**src/rtl/bpm_display_pkg.sv**
```systemverilog
// Shared types and constants for the BPM seven-segment display stage:
// FSM states, segment codes and the double-dabble correction step.
package bpm_display_pkg;

    typedef enum logic [1:0] {
        IDLE    = 2'd0,
        CONVERT = 2'd1,
        UPDATE  = 2'd2
    } state_e;

    localparam int BIN_W      = 16;
    localparam int BCD_DIGITS = 5;
    localparam int BCD_W      = BCD_DIGITS * 4;

    // Active-high segment patterns, bit order {g,f,e,d,c,b,a}
    localparam logic [6:0] SEG_BLANK = 7'h00;
    localparam logic [6:0] SEG_DASH  = 7'h40;

    localparam logic [6:0] DIGIT_SEG [10] = '{
        7'h3F, 7'h06, 7'h5B, 7'h4F, 7'h66,
        7'h6D, 7'h7D, 7'h07, 7'h7F, 7'h6F
    };

    // Add 3 to every BCD nibble that is 5 or more, ahead of the next left shift
    function automatic logic [BCD_W-1:0] dabble_adjust(input logic [BCD_W-1:0] bcd);
        logic [BCD_W-1:0] res;
        res = bcd;
        for (int i = 0; i < BCD_DIGITS; i++) begin
            if (bcd[4*i +: 4] >= 4'd5) begin
                res[4*i +: 4] = bcd[4*i +: 4] + 4'd3;
            end else begin
                res[4*i +: 4] = bcd[4*i +: 4];
            end
        end
        return res;
    endfunction

endpackage

```
**src/rtl/bpm_hex_display_if.sv**
```systemverilog
// Bundle of the value input, freeze control and display outputs of the
// BPM hex display stage.
interface bpm_hex_display_if;

    logic [15:0] value_in;
    logic        freeze;
    logic [6:0]  HEX0;
    logic [6:0]  HEX1;
    logic [6:0]  HEX2;
    logic [6:0]  HEX3;
    logic        busy;
    logic        overflow;

    modport master (
        output value_in, freeze,
        input  HEX0, HEX1, HEX2, HEX3, busy, overflow
    );

    modport slave (
        input  value_in, freeze,
        output HEX0, HEX1, HEX2, HEX3, busy, overflow
    );

endinterface

```
**src/rtl/seg7_digit_encode.sv**
```systemverilog
// Combinational seven-segment encoder for one digit; dash wins over blank,
// and ACTIVE_LOW selects the board polarity.
module seg7_digit_encode
    import bpm_display_pkg::*;
#(
    parameter bit ACTIVE_LOW = 1'b1
) (
    input  logic [3:0] nibble_i,
    input  logic       blank_i,
    input  logic       dash_i,
    output logic [6:0] seg_o
);

    logic [6:0] seg_ah_s;

    // Pick the active-high pattern for this digit
    always_comb begin
        seg_ah_s = SEG_BLANK;
        if (dash_i) begin
            seg_ah_s = SEG_DASH;
        end else if (blank_i) begin
            seg_ah_s = SEG_BLANK;
        end else if (nibble_i < 4'd10) begin
            seg_ah_s = DIGIT_SEG[nibble_i];
        end else begin
            seg_ah_s = SEG_BLANK;
        end
    end

    assign seg_o = ACTIVE_LOW ? ~seg_ah_s : seg_ah_s;

endmodule

```
**src/rtl/bpm_hex_display.sv**
```systemverilog
// Throttled BPM display: samples value_in at REFRESH_HZ, converts it to BCD
// with a one-shift-per-clock double-dabble, and registers blanked/dashed digits.
module bpm_hex_display
    import bpm_display_pkg::*;
#(
    parameter int CLK_HZ              = 50_000_000,
    parameter int REFRESH_HZ          = 100,
    parameter bit ACTIVE_LOW          = 1'b1,
    parameter bit BLANK_LEADING_ZEROS = 1'b1
) (
    input  logic             clk,
    input  logic             rst_n,
    bpm_hex_display_if.slave disp
);

    localparam int DIV   = CLK_HZ / REFRESH_HZ;
    localparam int CNT_W = (DIV > 1) ? $clog2(DIV) : 1;
    localparam logic [CNT_W-1:0] CNT_LAST  = CNT_W'(DIV - 1);
    localparam logic [6:0]       BLANK_OUT = ACTIVE_LOW ? 7'h7F : 7'h00;

    // The conversion takes 17 cycles; a shorter refresh period would overrun it
    if (DIV < 32) begin : g_div_check
        $error("bpm_hex_display: CLK_HZ/REFRESH_HZ must be at least 32");
    end

    logic [CNT_W-1:0] cnt_q;
    logic             tick_q;
    state_e           state_q, state_d;
    logic [BIN_W-1:0] bin_q, bin_d;
    logic [BCD_W-1:0] bcd_q, bcd_d;
    logic [3:0]       iter_q, iter_d;
    logic [6:0]       hex_q [4];
    logic [6:0]       hex_d [4];
    logic             ovf_q, ovf_d;
    logic             busy_q;

    logic [BCD_W-1:0] adj_s;
    logic [3:0]       digit_s [4];
    logic [3:0]       blank_s;
    logic             ovf_s;
    logic [6:0]       seg_s [4];

    // Refresh divider producing a registered one-cycle tick on count DIV-1
    always_ff @(posedge clk or negedge rst_n) begin
        if (!rst_n) begin
            cnt_q  <= '0;
            tick_q <= 1'b0;
        end else begin
            tick_q <= (cnt_q == CNT_LAST);
            if (cnt_q == CNT_LAST) begin
                cnt_q <= '0;
            end else begin
                cnt_q <= cnt_q + CNT_W'(1);
            end
        end
    end

    assign adj_s = dabble_adjust(bcd_q);
    assign ovf_s = (bcd_q[4*4 +: 4] != 4'd0);

    for (genvar g = 0; g < 4; g++) begin : g_digit
        assign digit_s[g] = bcd_q[4*g +: 4];

        seg7_digit_encode #(
            .ACTIVE_LOW (ACTIVE_LOW)
        ) u_enc (
            .nibble_i (digit_s[g]),
            .blank_i  (blank_s[g]),
            .dash_i   (ovf_s),
            .seg_o    (seg_s[g])
        );
    end

    // Leading-zero blanking; the ones digit always shows
    always_comb begin
        blank_s = 4'b0000;
        if (BLANK_LEADING_ZEROS) begin
            blank_s[3] = (digit_s[3] == 4'd0);
            blank_s[2] = (digit_s[3] == 4'd0) && (digit_s[2] == 4'd0);
            blank_s[1] = (digit_s[3] == 4'd0) && (digit_s[2] == 4'd0) && (digit_s[1] == 4'd0);
        end else begin
            blank_s = 4'b0000;
        end
    end

    // FSM next state and conversion datapath
    always_comb begin
        state_d = state_q;
        bin_d   = bin_q;
        bcd_d   = bcd_q;
        iter_d  = iter_q;
        hex_d   = hex_q;
        ovf_d   = ovf_q;
        case (state_q)
            IDLE: begin
                if (tick_q && !disp.freeze) begin
                    bin_d   = disp.value_in;
                    bcd_d   = '0;
                    iter_d  = 4'd0;
                    state_d = CONVERT;
                end else begin
                    state_d = IDLE;
                end
            end
            CONVERT: begin
                {bcd_d, bin_d} = {adj_s, bin_q} << 1;
                iter_d         = iter_q + 4'd1;
                if (iter_q == 4'd15) begin
                    state_d = UPDATE;
                end else begin
                    state_d = CONVERT;
                end
            end
            UPDATE: begin
                hex_d   = seg_s;
                ovf_d   = ovf_s;
                state_d = IDLE;
            end
            default: begin
                state_d = IDLE;
            end
        endcase
    end

    // State, conversion and output registers
    always_ff @(posedge clk or negedge rst_n) begin
        if (!rst_n) begin
            state_q <= IDLE;
            bin_q   <= '0;
            bcd_q   <= '0;
            iter_q  <= 4'd0;
            ovf_q   <= 1'b0;
            busy_q  <= 1'b0;
            for (int i = 0; i < 4; i++) begin
                hex_q[i] <= BLANK_OUT;
            end
        end else begin
            state_q <= state_d;
            bin_q   <= bin_d;
            bcd_q   <= bcd_d;
            iter_q  <= iter_d;
            ovf_q   <= ovf_d;
            busy_q  <= (state_d != IDLE);
            hex_q   <= hex_d;
        end
    end

    assign disp.HEX0     = hex_q[0];
    assign disp.HEX1     = hex_q[1];
    assign disp.HEX2     = hex_q[2];
    assign disp.HEX3     = hex_q[3];
    assign disp.busy     = busy_q;
    assign disp.overflow = ovf_q;

endmodule
```
**src/flat_wrapper.sv**
```systemverilog
// flat-port wrapper written by rule: the top's interface ports become plain ports
module bpm_hex_display_flat import bpm_display_pkg::*;
#(
    parameter int CLK_HZ              = 50_000_000,
    parameter int REFRESH_HZ          = 100,
    parameter bit ACTIVE_LOW          = 1'b1,
    parameter bit BLANK_LEADING_ZEROS = 1'b1
)
  (clk, rst_n, disp_value_in, disp_freeze, disp_HEX0, disp_HEX1, disp_HEX2, disp_HEX3, disp_busy, disp_overflow);
  bpm_hex_display_if disp_i ();
  input  logic clk;
  input  logic rst_n;
  input wire logic [$bits(disp_i.value_in)-1:0] disp_value_in;
  input wire logic [$bits(disp_i.freeze)-1:0] disp_freeze;
  output wire logic [$bits(disp_i.HEX0)-1:0] disp_HEX0;
  output wire logic [$bits(disp_i.HEX1)-1:0] disp_HEX1;
  output wire logic [$bits(disp_i.HEX2)-1:0] disp_HEX2;
  output wire logic [$bits(disp_i.HEX3)-1:0] disp_HEX3;
  output wire logic [$bits(disp_i.busy)-1:0] disp_busy;
  output wire logic [$bits(disp_i.overflow)-1:0] disp_overflow;
  assign disp_i.value_in = disp_value_in;
  assign disp_i.freeze = disp_freeze;
  assign disp_HEX0 = disp_i.HEX0;
  assign disp_HEX1 = disp_i.HEX1;
  assign disp_HEX2 = disp_i.HEX2;
  assign disp_HEX3 = disp_i.HEX3;
  assign disp_busy = disp_i.busy;
  assign disp_overflow = disp_i.overflow;
  bpm_hex_display #(.CLK_HZ(CLK_HZ), .REFRESH_HZ(REFRESH_HZ), .ACTIVE_LOW(ACTIVE_LOW), .BLANK_LEADING_ZEROS(BLANK_LEADING_ZEROS)) u_core (.clk(clk), .rst_n(rst_n), .disp(disp_i));
endmodule
```
**config.mk**
```make
export PLATFORM = sky130hd
export DESIGN_NAME = bpm_hex_display_flat
export DESIGN_NICKNAME = d
export VERILOG_FILES = /design/src/rtl/bpm_display_pkg.sv /design/src/rtl/bpm_hex_display_if.sv /design/src/rtl/seg7_digit_encode.sv /design/src/rtl/bpm_hex_display.sv /design/src/flat_wrapper.sv
export SDC_FILE = /design/constraint.sdc
export NUM_CORES = 1
export LEC_CHECK = 0
export CELL_PAD_IN_SITES_DETAIL_PLACEMENT = 0
export CELL_PAD_IN_SITES_GLOBAL_PLACEMENT = 1
export CORE_UTILIZATION = 40
export CTS_CLUSTER_SIZE = 16
export DETAILED_ROUTE_END_ITERATION = 12
export PLACE_DENSITY = 0.82
export SLEW_MARGIN = 20
export SYNTH_ARGS = -nofsm -noshare
export SYNTH_HDL_FRONTEND = slang
export SYNTH_SLANG_ARGS = --single-unit
```
**constraint.sdc**
```tcl
create_clock -name clk -period 1.5 [get_ports clk]
set_input_delay 0.375 -clock clk [delete_from_list [all_inputs] [get_ports clk]]
set_output_delay 0.375 -clock clk [all_outputs]
set_load 0.02 [all_outputs]
```
==> results.txt <==
----------------------------------------------------
[Outcome]
  Outcome ... finished with violations
  Failing checks ... design-rule violations, negative setup slack

[Power and ir drop]
  VDD IR-drop max ... 0.000584 V
  Overall Power ... approximately 0.0050 W
  Power density cells ... approximately 760 nW/µm²
  Leakage power of the design ... around 3.0 nW

[Finish]
  Fraction of final layout cells sized beyond drive strength 1 ... 0.388
  Layout Nets ... between 600 and 700
  Final Cell Area ... approximately 6600 µm²
  Area growth from synthesis to layout ... 38.3%
  Filler instances ... 965
  Count of antenna diodes in the layout ... 0

[Synth]
  Share of async-settable or async-resettable flops after synthesis ... 1.00
  Ranking of synthesized cells by area ... dfrtp_1, dfstp_2, ha_1, nand2_1, o22a_1
  Area share of the largest cell type after synthesis ... 0.336
  Syn_area_per_cell ... 10.0 µm²
  Post-synth cell types ... 50
  Total number of yosys warnings ... 0
  Number of flops mapped to enable cells by yosys ... 0
  Mapped cell area ... ~4800 µm²
  Post-Synthesis Net Count ... about 520
  Flip-flop cell with the highest count after synthesis ... dfrtp_1
  Yosys reg bits ... 92
  Post-synthesis instance total ... ~480
  Synth area leader ... dfrtp_1
  Most instantiated cells after synthesis ... dfrtp_1, nand2_1, nor2_1
  Most frequently used cell type in the post-synthesis netlist ... dfrtp_1
  Sequential cell area fraction in the yosys report ... 0.491

[Place]
  Cell area reported after detailed placement ... around 6000 µm²
  Post-detailed-placement half-perimeter wirelength ... ~7.5 mm
  Placer's final routability congestion estimate ... about 0.80
  Placement-stage worst setup slack ... -0.405 ns
  Buffers added on ports ... 48

[Critical path]
  Worst Reg2Reg Path Length in Cells ... 6
  Crit path max fanout ... 8
  Worst EP required ... between 1.5 and 2 ns
  R2R Path Start ... u_core.cnt_q[0]
  Category of the worst setup path launch point ... flop
  Kind of end point of the critical path ... flop
  Endpoint of the most critical register-to-register path ... u_core.cnt_q[1]
  Worst stage delay on the critical path ... 0.40 ns
  Family with the most delay on the worst path ... simple AND/OR/NAND/NOR gates
  Worst EP arrival ... 1.91 ns
  Cell at the slowest stage of the critical path ... dfrtp_1
  Worst path bufs/invs ... 2
  Worst-path cell chain ... ha_2, nand4_1, buf_6, nor4_4, buf_6, nor2b_1
  Category of the most critical setup path ... flop to flop
  Most used cell, CP ... buf_6
  Setup slack of the worst register-to-register path ... -0.17 ns

[Timing]
  Final worst setup slack ... -0.167 ns
  Maximum operating frequency ... between 500 and 600 MHz
  Skew final ... around 0.0066 ns
  Number of hold violations in the final report ... 0
  Worst hold slack ... approximately 0.42 ns
  Final worst path period need ... 1.67 ns
  Unrepaired setup endpoints after global routing ... yes
  Actual slew at the worst max-slew pin ... approximately 0.44 ns
  Setup violations, final ... 14
  Part of the cycle the worst path needs ... 1.11
  Number of max-slew violations in the final report ... 0
  Worst-case headroom to the max-slew limit ... 0.709

[Route]
  Via count ... roughly 3900
  Final WL ... between 10 and 15 mm
  First-pass iteration count of the detailed router ... 8
  Number of nets still failing antenna checks after routing ... 0
  Number of vias per cell ... 5.22
  Detailed-route wire length per cell ... ~15 µm
  Iteration-0 DRC Markers ... approximately 190
  DRC viols ... 8

[Floorplan]
  Total I/O pin count ... around 50
  DIE HEIGHT ... around 110 µm
  Die footprint ... 12300 µm²
  Die W ... between 100 and 150 µm
  Core Footprint ... 11500 µm²
  Site row count ... 39
  Initial standard-cell utilization of the core ... 0.413

[Global route]
  Wire length of the first global-routing pass ... 18.3 mm
  Leftover overflow at the end of global routing ... 0
  Overall track demand over capacity in global routing ... 0.186
  Number of antenna violations at the first check in global routing ... 0
  Maximum number of pins on one net before global-route repair ... 54
  Via count of the first global-routing pass ... 3900

[Flow run]
  Max-cap violations ... 0

[Clocking]
  Buffer cell driving the clock tree root ... clkbuf_16
  Clock H-tree levels ... 3
  Clock sinks ... a little over 90
  Worst skew pair latency ... roughly 0.35 ns
  Clock transition at the register clock pins on the worst setup and hold paths after CTS ... about 0.060 ns
  TritonCTS Buffers ... 9
  Clock tree from TritonCTS ... yes
  Maximum count of clock buffers along a single path ... 2

[Hold path]
  Worst hold-check path type ... primary input to asynchronous set/reset pin

----------------------------------------------------
-- routing by layer --
metal	vias up	track usage	wire length, µm
li1	1925	-	-
met1	1874	0.227	5020
met2	65	0.320	5660
met3	16	0.0426	424
met4	0	0.0694	205
met5	-	0	0
-- flip-flops by register name, indices dropped and copies added, names as in the netlist --
signal	cells
u_core.bcd_q	20
u_core.bin_q	16
u_core.cnt_q	19
u_core.disp.HEX0	7
u_core.disp.HEX1	7
u_core.disp.HEX2	7
u_core.disp.HEX3	7
u_core.disp.busy	1
u_core.disp.overflow	1
u_core.iter_q	4
u_core.state_q	2
u_core.tick_q	1
-- cells by family (layout without fill, tap and decap cells) --
kind of cell,after synthesis,after routing,share of synthesized area
XOR/XNOR,20,20,0.0368
flip-flops,92,92,0.491
AND/OR/NAND/NOR,163,163,0.169
adder cells (fa/ha/maj),28,28,0.0736
multiplexers,10,10,0.0216
AO/OA/AOI/OAI,116,116,0.171
buffers and inverters,46,171,0.0373
-- cell type report --
type	count	area, µm²	share of cell area
Multi-Input combinational cell	337	2580	0.392
Sequential cell	92	2340	0.356
Timing Repair Buffer	136	1090	0.166
Clock buffer	9	225	0.0342
Tap cell	143	179	0.0272
Clock inverter	7	91.3	0.0139
Inverter	19	71.3	0.0108
-- worst max path at each step --
stage                    startpoint                to  slack (ns)  depth (start not counted)
global route        u_core.cnt_q[0]  u_core.cnt_q[16]       -0.25                          5
floorplan           u_core.cnt_q[2]  u_core.cnt_q[17]       -0.06                          5
finish              u_core.cnt_q[0]   u_core.cnt_q[1]       -0.17                          6
global placement        disp_freeze  u_core.bcd_q[11]       -0.33                          6
detailed placement      disp_freeze   u_core.bcd_q[7]       -0.41                          6
CTS                 u_core.cnt_q[0]   u_core.cnt_q[1]       -0.05                          6
-- cell usage in the layout, fill, tap and decap left out, types with 4 or more instances in the layout --
cell,Yosys,final
ha_1,28,20
a22oi_1,11,11
a21oi_1,20,13
clkdlybuf4s50_1,0,16
buf_12,0,6
a32o_1,4,4
nor3_1,7,5
o22a_1,22,22
nand2b_1,8,6
o31ai_1,9,9
inv_1,19,10
nor2b_1,11,4
and2_1,5,5
inv_2,0,9
nor2b_4,0,4
nand3_1,12,9
nor3b_1,5,4
clkbuf_16,0,9
nand2_1,61,60
nor2_1,31,23
buf_4,0,76
ha_4,0,4
a21oi_2,1,7
buf_2,4,28
nor2_2,0,6
mux2i_1,8,8
dfrtp_1,64,61
nand4_1,5,5
dfstp_2,28,28
xnor2_1,12,11
xor2_1,8,7
o22ai_1,10,9
o21ai_0,17,15
ha_2,0,4
buf_6,0,5
-- metrics by stage --
stage | util | cells | setup TNS (ns)
finish | 0.572 | 743 | -1.82
global route | 0.572 | 743 | -3.11
CTS | 0.549 | 732 | -0.409
detailed placement | 0.519 | 711 | -14.44
global placement | 0.519 | 711 | -11.03
floorplan | - | 475 | -0.0867
-- what timing repair did --
action                                 in CTS  in global routing
setup buffers                               4                 11
pin swaps                                   9                 18
gates resized for setup                   143                 42
hold buffers                                1                  0
setup endpoints to repair                  72                 70
endpoints found under the hold margin       1                  0
-- power breakdown --
group / internal, W / leakage (nW) / switching, W / total (W)
sequential: 0.00248 / 1.03 / 0 / 0.00248
clock: 0.00145 / 0.155 / 0.000976 / 0.00243
combinational: 0.0000524 / 1.78 / 0.0000582 / 0.000111
total: 0.00399 / 2.97 / 0.00103 / 0.00502
Power figures use the tool's default switching activity.
